==> config.mk <==
export PLATFORM = sky130hd
export DESIGN_NAME = digit_serial_mul
export DESIGN_NICKNAME = d
export VERILOG_FILES = /design/src/rtl/digit_serial_mul.sv
export SDC_FILE = /design/constraint.sdc
export NUM_CORES = 1
export LEC_CHECK = 0
export CAP_MARGIN = 40
export CORE_MARGIN = 10
export CORE_UTILIZATION = 55
export DETAILED_ROUTE_END_ITERATION = 12
export HOLD_SLACK_MARGIN = 0.05
export PLACE_DENSITY_LB_ADDON = 0.15
export SLEW_MARGIN = 0
export SYNTH_ARGS = -nofsm -noshare
export SYNTH_HDL_FRONTEND = slang
export SYNTH_SLANG_ARGS = --single-unit
==> constraint.sdc <==
create_clock -name clk -period 8.7 [get_ports clk]
set_input_delay 1.74 -clock clk [delete_from_list [all_inputs] [get_ports clk]]
set_output_delay 1.74 -clock clk [all_outputs]
set_load 0.02 [all_outputs]
==> src/rtl/digit_serial_mul.sv <==
// Digit-serial signed/unsigned multiplier: one DIGITxDIGIT partial product per cycle,
// K*K cycles per operation, followed by a sign-fixup cycle and a valid/ready result hold.
module digit_serial_mul #(
  parameter int WIDTH = 16,
  parameter int DIGIT = 4
) (
  input  logic                 clk,
  input  logic                 rst_n,
  input  logic                 clear,
  input  logic                 in_valid,
  output logic                 in_ready,
  input  logic                 signed_mode,
  input  logic [WIDTH-1:0]     mul_in_1,
  input  logic [WIDTH-1:0]     mul_in_2,
  output logic                 out_valid,
  input  logic                 out_ready,
  output logic [2*WIDTH-1:0]   mul_out,
  output logic                 busy
);

  localparam int K  = WIDTH / DIGIT;
  localparam int IW = (K > 1) ? $clog2(K) : 1;
  localparam int PW = 2 * WIDTH;

  typedef enum logic [1:0] {IDLE, COMPUTE, SIGN, DONE} state_e;

  state_e               state_q;
  logic [WIDTH-1:0]     a_q, b_q;
  logic                 neg_q;
  logic [PW-1:0]        acc_q;
  logic [IW-1:0]        i_q, j_q;
  logic [PW-1:0]        mul_out_q;
  logic                 in_ready_q, busy_q, out_valid_q;

  logic [WIDTH-1:0]     abs_a, abs_b;
  logic [DIGIT-1:0]     digit_a, digit_b;
  logic [2*DIGIT-1:0]   prod;
  logic [PW-1:0]        acc_d, result_d;
  logic                 last_j, last_i;

  // Magnitudes fit in WIDTH unsigned bits, so -2^(WIDTH-1) needs no extra headroom.
  always_comb begin
    // NOTE: every always_comb output is given a value on every path so no latch is inferred.
    abs_a    = (signed_mode && mul_in_1[WIDTH-1]) ? ({WIDTH{1'b0}} - mul_in_1) : mul_in_1;
    abs_b    = (signed_mode && mul_in_2[WIDTH-1]) ? ({WIDTH{1'b0}} - mul_in_2) : mul_in_2;
    digit_a  = a_q[int'(i_q)*DIGIT +: DIGIT];
    digit_b  = b_q[int'(j_q)*DIGIT +: DIGIT];
    prod     = digit_a * digit_b;
    acc_d    = acc_q + (PW'(prod) << (DIGIT * (int'(i_q) + int'(j_q))));
    result_d = neg_q ? ({PW{1'b0}} - acc_q) : acc_q;
    last_j   = (j_q == IW'(K - 1));
    last_i   = (i_q == IW'(K - 1));
  end

  // NOTE: all state here uses non-blocking assignments so every register sees pre-edge values.
  always_ff @(posedge clk or negedge rst_n) begin
    if (!rst_n) begin
      state_q     <= IDLE;
      a_q         <= '0;
      b_q         <= '0;
      neg_q       <= 1'b0;
      acc_q       <= '0;
      i_q         <= '0;
      j_q         <= '0;
      mul_out_q   <= '0;
      in_ready_q  <= 1'b1;
      busy_q      <= 1'b0;
      out_valid_q <= 1'b0;
    end else if (clear) begin
      // Abort wins over accept and over the output handshake.
      state_q     <= IDLE;
      neg_q       <= 1'b0;
      acc_q       <= '0;
      i_q         <= '0;
      j_q         <= '0;
      mul_out_q   <= '0;
      in_ready_q  <= 1'b1;
      busy_q      <= 1'b0;
      out_valid_q <= 1'b0;
    end else begin
      case (state_q)
        IDLE: begin
          if (in_valid) begin
            a_q        <= abs_a;
            b_q        <= abs_b;
            neg_q      <= signed_mode & (mul_in_1[WIDTH-1] ^ mul_in_2[WIDTH-1]);
            acc_q      <= '0;
            i_q        <= '0;
            j_q        <= '0;
            state_q    <= COMPUTE;
            in_ready_q <= 1'b0;
            busy_q     <= 1'b1;
          end
        end
        COMPUTE: begin
          acc_q <= acc_d;
          if (last_j) begin
            j_q <= '0;
            if (last_i) begin
              i_q     <= '0;
              state_q <= SIGN;
            end else begin
              i_q <= i_q + IW'(1);
            end
          end else begin
            j_q <= j_q + IW'(1);
          end
        end
        SIGN: begin
          mul_out_q   <= result_d;
          state_q     <= DONE;
          busy_q      <= 1'b0;
          out_valid_q <= 1'b1;
        end
        DONE: begin
          // Going to IDLE here (not straight to COMPUTE) keeps results from overlapping.
          if (out_ready) begin
            state_q     <= IDLE;
            out_valid_q <= 1'b0;
            in_ready_q  <= 1'b1;
          end
        end
        default: begin
          state_q     <= IDLE;
          in_ready_q  <= 1'b1;
          busy_q      <= 1'b0;
          out_valid_q <= 1'b0;
        end
      endcase
    end
  end

  assign in_ready  = in_ready_q;
  assign busy      = busy_q;
  assign out_valid = out_valid_q;
  assign mul_out   = mul_out_q;

endmodule

# Word level (Yosys, flattened, before mapping)
# Cells that the tools add are included.
[totals]
reg_bits = 106
in_bits = 38
output_inout_bits = 35
[op_classes]
eq_ne = 9
n_addsub = 7
n_mul = 1
n_bitwise = 3
reduce_logical = 18
n_mux = 35
shift = 3
[op_table]
columns = ["op", "count"]
rows = [
  ["$mux W32", 5],
  ["$pmux W32 S2", 1],
  ["$add A32 B32 Y32", 1],
  ["$mux W16", 2],
  ["$shiftx A16 B5 Y4", 2],
  ["$shl A8 B5 Y32", 1],
  ["$sub A1 B16 Y16 const A", 2],
  ["$sub A1 B32 Y32 const A", 1],
  ["$mux W2", 11],
  ["$ne A3 B3 Y1 const B", 4],
  ["$reduce_bool A3 Y1", 4],
  ["$mux W1", 10],
  ["$reduce_and A3 Y1", 3],
  ["$eq A2 B2 Y1 const B", 4],
  ["$mul A4 B4 Y8", 1],
  ["$pmux W2 S2", 2],
  ["$pmux W2 S4", 1],
  ["$reduce_and A2 Y1", 4],
  ["$pmux W1 S2", 3],
  ["$reduce_bool A2 Y1", 3],
  ["$add A2 B1 Y2 const B", 2],
  ["$reduce_and A4 Y1", 1],
  ["$add A2 B2 Y3", 1],
  ["$eq A2 B1 Y1 const B", 1],
  ["other kinds (5)", 6],
]

# Longest topological paths before layout
# Gate-level depths: netlist of run 1.
[depth]
depth_word = 6
ltp_mapped = 25
mapped_depth_nobuf = 24

# Worst setup path before layout of run 1
# No wires, ideal clock.
[synth_path]
kind = "register to register"
from = "reg i_q[0]"
to = "reg acc_q[31]"
required_ps = 8567
slack_ps = 2634
stages_incl_launch_ff = 26
arrival_ps = 5933
setup_time_ps = 133
path_cell_list = "dfrtp_1 clkbuf_1 mux4_2 nand2_1 fa_1 inv_1 fa_1 ha_1 a21o_1 a21o_1 a21oi_1 o21bai_1 xnor2_1 nor2_1 nor2_1 nor3_1 ha_1 nand2_1 o21ai_0 a2111oi_0 a211oi_1 o41ai_1 a21oi_1 and4_1 a2111oi_0 nor2_1"
[synth_via]
elab_chain_cells = 6
[synth_lines]
columns = ["item", "line_no", "source"]
rows = [
  ["from (decl)", "31", "logic [IW-1:0] i_q, j_q;"],
  ["from (signal assigned)", "103", "i_q <= i_q + IW'(1);"],
  ["$shiftx A16 B5 Y4", "46", "digit_a = a_q[int'(i_q)*DIGIT +: DIGIT];"],
  ["$mul A4 B4 Y8", "48", "prod = digit_a * digit_b;"],
  ["$shl A8 B5 Y32 (*)", "49", "acc_d = acc_q + (PW'(prod) << (DIGIT * (int'(i_q) + int'(j_q))));"],
  ["$add A32 B32 Y32 (*)", "49", ""],
  ["$pmux W32 S2 (*)", "81", "case (state_q)"],
  ["$mux W32 (*)", "69", "end else if (clear) begin"],
  ["to (signal assigned)", "62", "acc_q <= '0;"],
  ["to (signal assigned)", "73", "acc_q <= '0;"],
  ["to (signal assigned)", "87", "acc_q <= '0;"],
  ["to (decl)", "30", "logic [PW-1:0] acc_q;"],
]
# Mark *: on every way between the ends. The rest lies on a longest branch, timed or not.
# A chain may end at the register's enable or synchronous reset.

# Worst setup path in the final report of run 1
# Same ends and word-level chain as after synthesis.

==> results.tsv, run 1 <==
metric	value	unit
syn-num-nets	985	
hpwlAfterDp	14.2	mm
synthFlopType	dfrtp_1	
synth_top_cell_by_area	dfrtp_1	
critPathMaxFanout	8	
worstPathArrival	7.19	ns
vdd_ir_drop_max	0.000130	V
clock-sinks	106	
syn2layout_area_growth	14.7	%
grt_pass1_vias	6367	
drc	0	
die_w	139	um
drv_slew	0	
clkPwrFrac	0.173	
cts_setup_buffers	0	
dieArea	19400	um2
worst_slew_pin_slew	0.799	ns
switchingPower	0.991	mW
fin_ws	1.75	ns
dr.pass1.iters	5	
core_area	13900	um2
setup_tns	0	ns
start_util	0.563	
synthCells	888	
p_int	1.33	mW
num_io_pins	73	
fin_total_pwr	2.32	mW
slowest_delay	0.64	ns
placedInstanceArea	8700	um2
antenna_left	0	
slowest_stage	mux4_2	
finalCriticalPeriod	6.95	ns
track_usage	0.189	
place.gp.congestion	0.952	
crit_path_end_kind	flop	
grt_pass1_wl	30.9	mm
diodes	0	
drive_gt1_frac	0.0456	
routedWlPerCell	16.4	um
fmax	144	MHz
routed_wl	18.4	mm
insertion_delay	0.37	ns
synthArstFlopShare	1.00	
finalSetupViolCount	0	
num_rows	43	
pre_cts_slack	1.86	ns
cp.required	8.94	ns
sequentialPowerShare	0.312	
whs	0.482	ns
synth_edf_count	0	
ys_seq_elements	106	
cts_resized	0	
fillers	1237	
die_y	139	um
cts_tree	built	
pwr_density_cell	258	nW/um2
viasPerCell	5.87	
yosysSeqAreaShare	0.338	
synthTopCellsByArea	dfrtp_1 (34%), ha_1 (8.5%), xor2_1 (5.6%), o21ai_0 (4.7%), nor2_1 (4.5%)	
status	complete, no violations	
synth_cell_types	57	
cts_buffer_depth	2	
first_iter_violations	474	
synth_area	7840	um2
grt_max_degree	66	
vias	6584	
clkTransAtPathRegs	0.08	ns
maxSlewHeadroom	0.468	
fin_crit_sh	0.799	
cts_buffers	9	
syn_area_per_cell	8.83	um2
fin_nets	1034	
ff2ff_path_depth	24	
hold_path.class	reg -> reg	
swShare	0.427	
grt_setup_unrepaired	false	
synth_most_common_cell	dfrtp_1	
maxCapViolations	0	
hold_depth	2	
cts-root-buf	clkbuf_16	
holdBufCountCts	0	
grt_remaining_overflow	0	
antenna_found_initial	0	
leakage	4.07	nW
yosys.area.top_type_share	0.335	
hold_viol	0	
yosys_warnings	0	
post-route-cell-area	8990	um2
ctsHtreeMaxLevel	3	
yosys-top-cells-count	dfrtp_1 (105), nor2_1 (94), nand2_1 (90)	
place.port_buffers	72	
clock_skew	0.0119	ns
pwr-share-comb	0.515	
start_kind	flop	
criticalPathCategory	reg -> reg	
worstPathCellList	mux4_2 > nand2_1 > fa_1 > inv_1 > fa_1 > ha_1 > a21o_1 > a21o_1 > a21oi_1 > o21bai_1 > xnor2_1 > nor2_1 > nor2_1 > nor3_1 > ha_1 > nand2_1 > o21ai_0 > a2111oi_0 > a211oi_1 > o41ai_1 > a21oi_1 > a21o_1 > a2111oi_0 > nor2_1	
[cell type report]
| cell class | instances | area, um2 | share of cell area |
|---|---|---|---|
| timing repair buffer | 79 | 783 | 0.0871 |
| inverter | 24 | 90.1 | 0.0100 |
| sequential | 106 | 2650 | 0.295 |
| clock inverter | 4 | 33.8 | 0.00376 |
| clock buffer | 12 | 256 | 0.0285 |
| multi-input combinational | 717 | 4950 | 0.551 |
| tap | 180 | 225 | 0.0250 |
[cells by family after synthesis]
logic type                 synth area share
and+or+nand+nor                       0.180
muxes                                0.0345
DFF                                   0.338
adders and majority gates            0.0999
buffers and inverters                0.0311
AOI/OAI and AO/OA                     0.221
xor gates and xnor gates             0.0949
[stage by stage]
stage | util | instances
finish | 0.646 | 1122
global route | 0.646 | 1122
CTS | 0.646 | 1122
detailed placement | 0.625 | 1106
global placement | 0.623 | 1105
floorplan | - | 888
[final timing paths]
kind                       startpoint           to  slack (ns)
max                            i_q[0]    acc_q[31]        1.75
min                           a_q[11]      a_q[11]        0.48
max reg2reg                    i_q[0]    acc_q[31]        1.75
min reg2reg                   a_q[11]      a_q[11]        0.48
max in group asynchronous       rst_n     acc_q[0]        6.12
min in group asynchronous       rst_n  mul_out[11]        1.37
[per-layer routing]
metal,vias to the layer above,part of all wire,global-route usage,wire [um]
li1,3300,-,-,-
met1,3093,0.44,0.230,8190
met2,169,0.49,0.322,8980
met3,22,0.047,0.0344,868
met4,0,0.022,0.0725,397
met5,-,0,0,0
[power groups by stage]
stage	Combinational [mW]	Sequential (mW)	Clock, mW
2_1_floorplan	0.784	0.765	0
3_3_place_gp	1.18	0.732	0
3_5_place_dp	1.20	0.736	0
4_1_cts	1.20	0.727	0.409
5_1_grt	1.34	0.743	0.428
6_report	1.20	0.724	0.403
[layout by cell type (no fill, tap or decap), types with 16 or more instances in the layout]
master,instances
dfrtp_1,105
or3_1,18
and2_1,18
inv_1,23
a21oi_1,43
nand2_1,90
ha_1,52
o21ai_0,74
clkdlybuf4s50_1,71
a22o_1,26
nor2_1,93
a211oi_1,36
xor2_1,50
a21o_1,19
xnor2_1,35
nor2b_1,16
[state kept, by name (all words and copies together), names as in the netlist]
name       flops
neg_q          1
j_q            2
out_valid      1
busy           1
in_ready       1
acc_q         32
state_q        2
i_q            2
a_q           16
b_q           16
mul_out       32
[critical path: cells and delay by family, from the launching register on]
kind            cells  cell delay, ns
compound gates     11            3.11
fa+ha+maj           4            1.47
simple gates        6            0.68
mux                 1            0.64
flops               1            0.55
xor+xnor            1            0.27
buf+inv             1            0.09
Power figures use the tool's default switching activity.
==> inputs of run 2 (changes only) <==
clock period = 6.65 ns   (was 8.7 ns; I/O delays follow)
==> results.tsv, run 2 (synthesis gave the netlist of run 1 again) <==
metric	value	unit	change
layout_common_cells	dfrtp_1 (103), nor2_1 (93), nand2_1 (90)		
post-route-cell-area	9060	um2	+0.76%
multi_input_area	4970	um2	+0.33%
maxSlewHeadroom	0.501		+0.0336
num_io_pins	73		unchanged
hold_depth	2		unchanged
switchingPower	1.30	mW	+32%
routedWlPerCell	16.4	um	-0.41%
whs	0.482	ns	+0.000571 ns
finalSetupViolCount	0		unchanged
first_iter_violations	448		-5.5%
cts_buffer_depth	2		unchanged
routed_wl	18.4	mm	about the same
track_usage	0.187		-0.00155
hpwlAfterDp	14.1	mm	-0.81%
core_area	13900	um2	unchanged
finalCriticalPeriod	6.26	ns	-0.692 ns
swShare	0.422		-0.00453
fin_crit_sh	0.941		+0.142
drc	0		unchanged
diodes	0		unchanged
fin_ws	0.391	ns	-1.36 ns
fin_nets	1038		+0.39%
hold_viol	0		unchanged
grt_remaining_overflow	0		unchanged
insertion_delay	0.36	ns	about the same
final_common_cell	dfrtp_1		
vias	6592		+0.12%
dieArea	19400	um2	unchanged
ff2ff_path_depth	25		+4.2%
dr.pass1.iters	5		unchanged
hold_path.class	reg -> reg		
grt_setup_unrepaired	false		
fin_total_pwr	3.09	mW	+33%
clock-sinks	106		unchanged
cts_buffers	9		unchanged
sequentialPowerShare	0.307		-0.005
drive_gt1_frac	0.0529		+0.00721
leakage	4.10	nW	+0.61%
placedInstanceArea	8750	um2	+0.49%
reg2reg_to	acc_q[31]		
pwr_density_cell	341	nW/um2	+32%
drv_slew	0		unchanged
p_int	1.79	mW	+34%
crit_path_end_kind	flop		
critPathMaxFanout	8		unchanged
grt_pass1_wl	30.6	mm	-0.96%
worstHoldStart	b_q[10]		
clkPwrFrac	0.177		+0.004
start_kind	flop		
antenna_left	0		unchanged
die_y	139	um	unchanged
status	complete, no violations		
holdBufCountCts	0		unchanged
pwr-share-comb	0.516		about the same
clkTransAtPathRegs	0.07	ns	about the same
ctsHtreeMaxLevel	3		unchanged
place.port_buffers	72		unchanged
fin_util	0.650		+0.00494
die_w	139	um	unchanged
syn2layout_area_growth	15.6	%	
vdd_ir_drop_max	0.000211	V	+62%
clock_skew	0.0111	ns	-0.000753 ns
fillers	1170		-5.4%
pre_cts_slack	-0.0359	ns	-1.90 ns
place.gp.congestion	0.930		-2.3%
regArea	2660	um2	about the same
maxCapViolations	0		unchanged
viasPerCell	5.85		-0.23%
cts-root-buf	clkbuf_16		
r2r_start	i_q[0]		
grt_max_degree	66		unchanged
criticalPathCategory	reg -> reg		
grt_pass1_vias	6347		-0.31%
worst_slew_pin_slew	0.747	ns	-0.0519 ns
antenna_found_initial	0		unchanged
min_to	b_q[10]		
worstPathArrival	6.51	ns	-0.68 ns
cts_tree	built		
fmax	160	MHz	+11%
start_util	0.563		unchanged
cp.required	6.90	ns	-2.04 ns
r2r_slack	0.39	ns	-1.36 ns
num_rows	43		unchanged
cts_setup_buffers	0		unchanged
## run 2: changes by cell type in the layout (fill, tap and decap cells not counted), moves of 2 or more
cell       before  now
a2111oi_1       0    2
dfrtp_1       105  103
dfrtp_2         0    2
buf_4           7   10
a2111oi_0       4    1
## run 2: area by class of cell
class,instances,share of cell area
Timing Repair Buffer,83,0.0911
Inverter,24,0.00994
Sequential cell,106,0.293
Clock buffer,12,0.0272
Clock inverter,4,0.00566
Tap cell,180,0.0248
Multi-Input combinational cell,717,0.548
## run 2: how the worst max path moves through the flow
| stage | startpoint | to | slack [ns] |
|---|---|---|---|
| CTS | i_q[0] | acc_q[31] | 0.08 |
| finish | i_q[0] | acc_q[31] | 0.39 |
| global route | i_q[0] | acc_q[31] | 0.02 |
| detailed placement | i_q[0] | acc_q[31] | -0.04 |
| global placement | i_q[0] | acc_q[31] | 0.34 |
| floorplan | i_q[0] | acc_q[31] | 0.58 |
## run 2: critical path, cell delays in order, from the launching register on
cell,delay (ns)
dfrtp_2,0.48
mux4_2,0.61
nand2_1,0.13
fa_1,0.40
inv_1,0.09
fa_1,0.41
ha_1,0.30
a21o_1,0.17
a21o_1,0.19
a21oi_1,0.20
o21bai_1,0.12
xnor2_2,0.21
nor2_1,0.06
nor2_1,0.23
nor3_1,0.10
ha_1,0.38
nand2_1,0.08
o21ai_0,0.14
a2111oi_2,0.39
a211oi_1,0.18
o41ai_1,0.33
buf_4,0.18
a21oi_1,0.11
and4_1,0.23
a2111oi_1,0.35
nor2_1,0.07
## run 2: metal layers
| layer | vias to the layer above | share of wire | GRT usage |
|---|---|---|---|
| li1 | 3308 | - | - |
| met1 | 3054 | 0.44 | 0.228 |
| met2 | 193 | 0.47 | 0.310 |
| met3 | 37 | 0.054 | 0.0456 |
| met4 | 0 | 0.033 | 0.0769 |
| met5 | - | 0 | 0 |
## run 2: repair_timing
action / CTS / global route
endpoints found under the hold margin: 0 / 0
resized for setup: 1 / 6
setup endpoints to repair: 1 / 6
## run 2: power by group through the flow
stage	Clock, mW	Combinational [mW]	Sequential (mW)
2_1_floorplan	0	1.03	1.00
3_3_place_gp	0	1.57	0.958
3_5_place_dp	0	1.59	0.964
4_1_cts	0.557	1.60	0.952
5_1_grt	0.579	1.76	0.972
6_report	0.548	1.59	0.948
## run 2: metrics by stage
step	TNS [ns]	instances
3_5_place_dp	-0.0359	1110
4_1_cts	0	1126
2_1_floorplan	0	888
3_3_place_gp	0	1108
5_1_grt	0	1126
6_report	0	1126
==> inputs of run 3 (changes only) <==
GPL_TIMING_DRIVEN = 0   (was not set)
==> results.tsv, run 3 (synthesis gave the netlist of run 1 again) <==
metric	value	unit	change
routedWlPerCell	16.8	um	+2.8%
place.port_buffers	71		-1.4%
worstPathArrival	6.51	ns	about the same
antenna_found_initial	0		unchanged
insertion_delay	0.36	ns	about the same
antenna_left	0		unchanged
dieArea	19400	um2	unchanged
slowest_delay	0.56	ns	-0.05 ns
vdd_ir_drop_max	0.000162	V	-23%
critPathMaxFanout	8		unchanged
ctsHtreeMaxLevel	3		unchanged
grt_max_degree	67		+1.5%
cts_buffers	9		unchanged
criticalPathCategory	reg -> reg		
hold_path.class	reg -> reg		
finalSetupViolCount	0		unchanged
grt_pass1_vias	6531		+2.9%
final_common_cell	dfrtp_1		
hold_viol	0		unchanged
min_to	a_q[10]		
hpwlAfterDp	15.4	mm	+8.6%
place.gp.congestion	0.937		+0.75%
drc	0		unchanged
fin_crit_sh	0.942		about the same
leakage	4.14	nW	+0.99%
dr.pass1.iters	5		unchanged
viasPerCell	5.78		-1.3%
pwr-share-comb	0.525		+0.009
cts_tree	built		
diodes	0		unchanged
fmax	160	MHz	about the same
holdBufCountCts	0		unchanged
worst_slew_pin_slew	0.815	ns	+0.0684 ns
hold_depth	2		unchanged
vias	6714		+1.9%
crit_path_end_kind	flop		
finalNonFillerCells	1162		+3.2%
worstPathCellList	mux4_2 > nand2_1 > fa_1 > inv_1 > fa_1 > inv_1 > fa_1 > inv_1 > a21o_1 > a21oi_1 > xnor2_1 > a22oi_1 > nor2_1 > ha_1 > clkbuf_1 > nand2_1 > nor4_1 > a21oi_1 > a211oi_1 > o21ai_0 > a21oi_1 > a21oi_1 > xnor2_1 > a22o_1		
pwr_density_cell	337	nW/um2	-1.2%
drive_gt1_frac	0.0499		-0.00296
ff2ff_path_depth	24		-4.0%
num_rows	43		unchanged
grt_remaining_overflow	0		unchanged
reg2reg_to	acc_q[24]		
switchingPower	1.32	mW	+1.5%
worstHoldStart	a_q[10]		
p_int	1.77	mW	-0.71%
num_io_pins	73		unchanged
dp_cells	1140		+2.7%
r2r_slack	0.39	ns	about the same
cts-root-buf	clkbuf_16		
sequentialPowerShare	0.305		-0.002
routed_wl	19.6	mm	+6.1%
clock-sinks	106		unchanged
track_usage	0.198		+0.0104
die_y	139	um	unchanged
status	complete, no violations		
maxSlewHeadroom	0.457		-0.0445
start_util	0.563		unchanged
clock_skew	0.0107	ns	-0.000466 ns
maxCapViolations	0		unchanged
drv_slew	0		unchanged
swShare	0.428		+0.00548
finalCriticalPeriod	6.26	ns	+0.00417 ns
die_w	139	um	unchanged
clkPwrFrac	0.171		-0.006
syn2layout_area_growth	17.2	%	
first_iter_violations	444		-0.89%
r2r_start	i_q[0]		
slowest_stage	fa_1		
cts_buffer_depth	2		unchanged
clkTransAtPathRegs	0.07	ns	about the same
core_area	13900	um2	unchanged
crit_top_cell	a21oi_1		
grt_pass1_wl	32.2	mm	+5.2%
cp.required	6.90	ns	about the same
start_kind	flop		
fin_nets	1074		+3.5%
setup_tns	0	ns	unchanged
layout_common_cells	dfrtp_1 (103), nor2_1 (93), nand2_1 (90)		
run 3: changes by cell type in the layout (fill, tap and decap cells not counted), sizes merged:
cell	before	now
clkbuf	12	47
buf	12	14
clkdlybuf4s50	71	70
clkinv	3	2
inv	23	24
run 3: worst max path at each step:
stage           start         to  slack [ns]  cells past startpoint
2_1_floorplan  i_q[0]  acc_q[31]        0.58                     25
3_3_place_gp   i_q[0]  acc_q[31]       -0.54                     25
3_5_place_dp   i_q[0]  acc_q[31]       -0.64                     25
4_1_cts        i_q[0]  acc_q[31]        0.05                     24
5_1_grt        i_q[0]  acc_q[24]       -0.02                     24
6_report       i_q[0]  acc_q[24]        0.39                     24
run 3: per-stage QoR:
step	area, um2	util	setup WS (ns)	hold slack, ns	power [mW]
final	9190	0.660	0.387	0.477	3.10
after global routing	9190	0.660	-0.0248	0.510	3.33
after CTS	9100	0.653	0.0511	0.481	3.10
after detailed placement	8800	0.632	-0.645	0.465	2.56
after global placement	8780	0.630	-0.544	0.459	2.54
after floorplan	7840	-	0.584	0.445	2.03
run 3: final cells by class:
class	instances	area, um2
buffer	39	146
multi-input combinational	717	4990
tap	180	225
timing repair buffer	80	796
sequential	106	2660
clock buffer	12	236
clock inverter	4	51.3
fill	1238	4740
inverter	24	90.1
run 3: routing by layer:
metal,part of all wire,routed length (um),up-vias,global-route usage
li1,-,-,3379,-
met1,0.44,8640,3144,0.243
met2,0.49,9530,167,0.338
met3,0.048,940,24,0.0354
met4,0.023,442,0,0.0703
met5,0,0,-,0
run 3: timing repair:
| action | in CTS | in global routing |
|---|---|---|
| buffers inserted | 0 | 8 |
| endpoints found under the setup margin | 4 | 4 |
| pin swaps | 0 | 3 |
| resized for setup | 5 | 6 |
run 3: power by group through the flow:
stage	clock network (mW)	registers (mW)	logic, mW
2_1_floorplan	0	1.00	1.03
3_3_place_gp	0	0.947	1.59
3_5_place_dp	0	0.954	1.60
4_1_cts	0.539	0.948	1.61
5_1_grt	0.562	0.969	1.80
6_report	0.528	0.944	1.62
run 3: critical path, delay by kind of cell, from the launching register on:
family	cells	cell delay (ns)
XOR/XNOR	2	0.32
flip-flops	1	0.48
AND/OR/NAND/NOR	4	0.80
adder cells (fa/ha/maj)	4	1.82
AO/OA/AOI/OAI	9	1.80
multiplexers	1	0.44
buffers and inverters	4	0.50
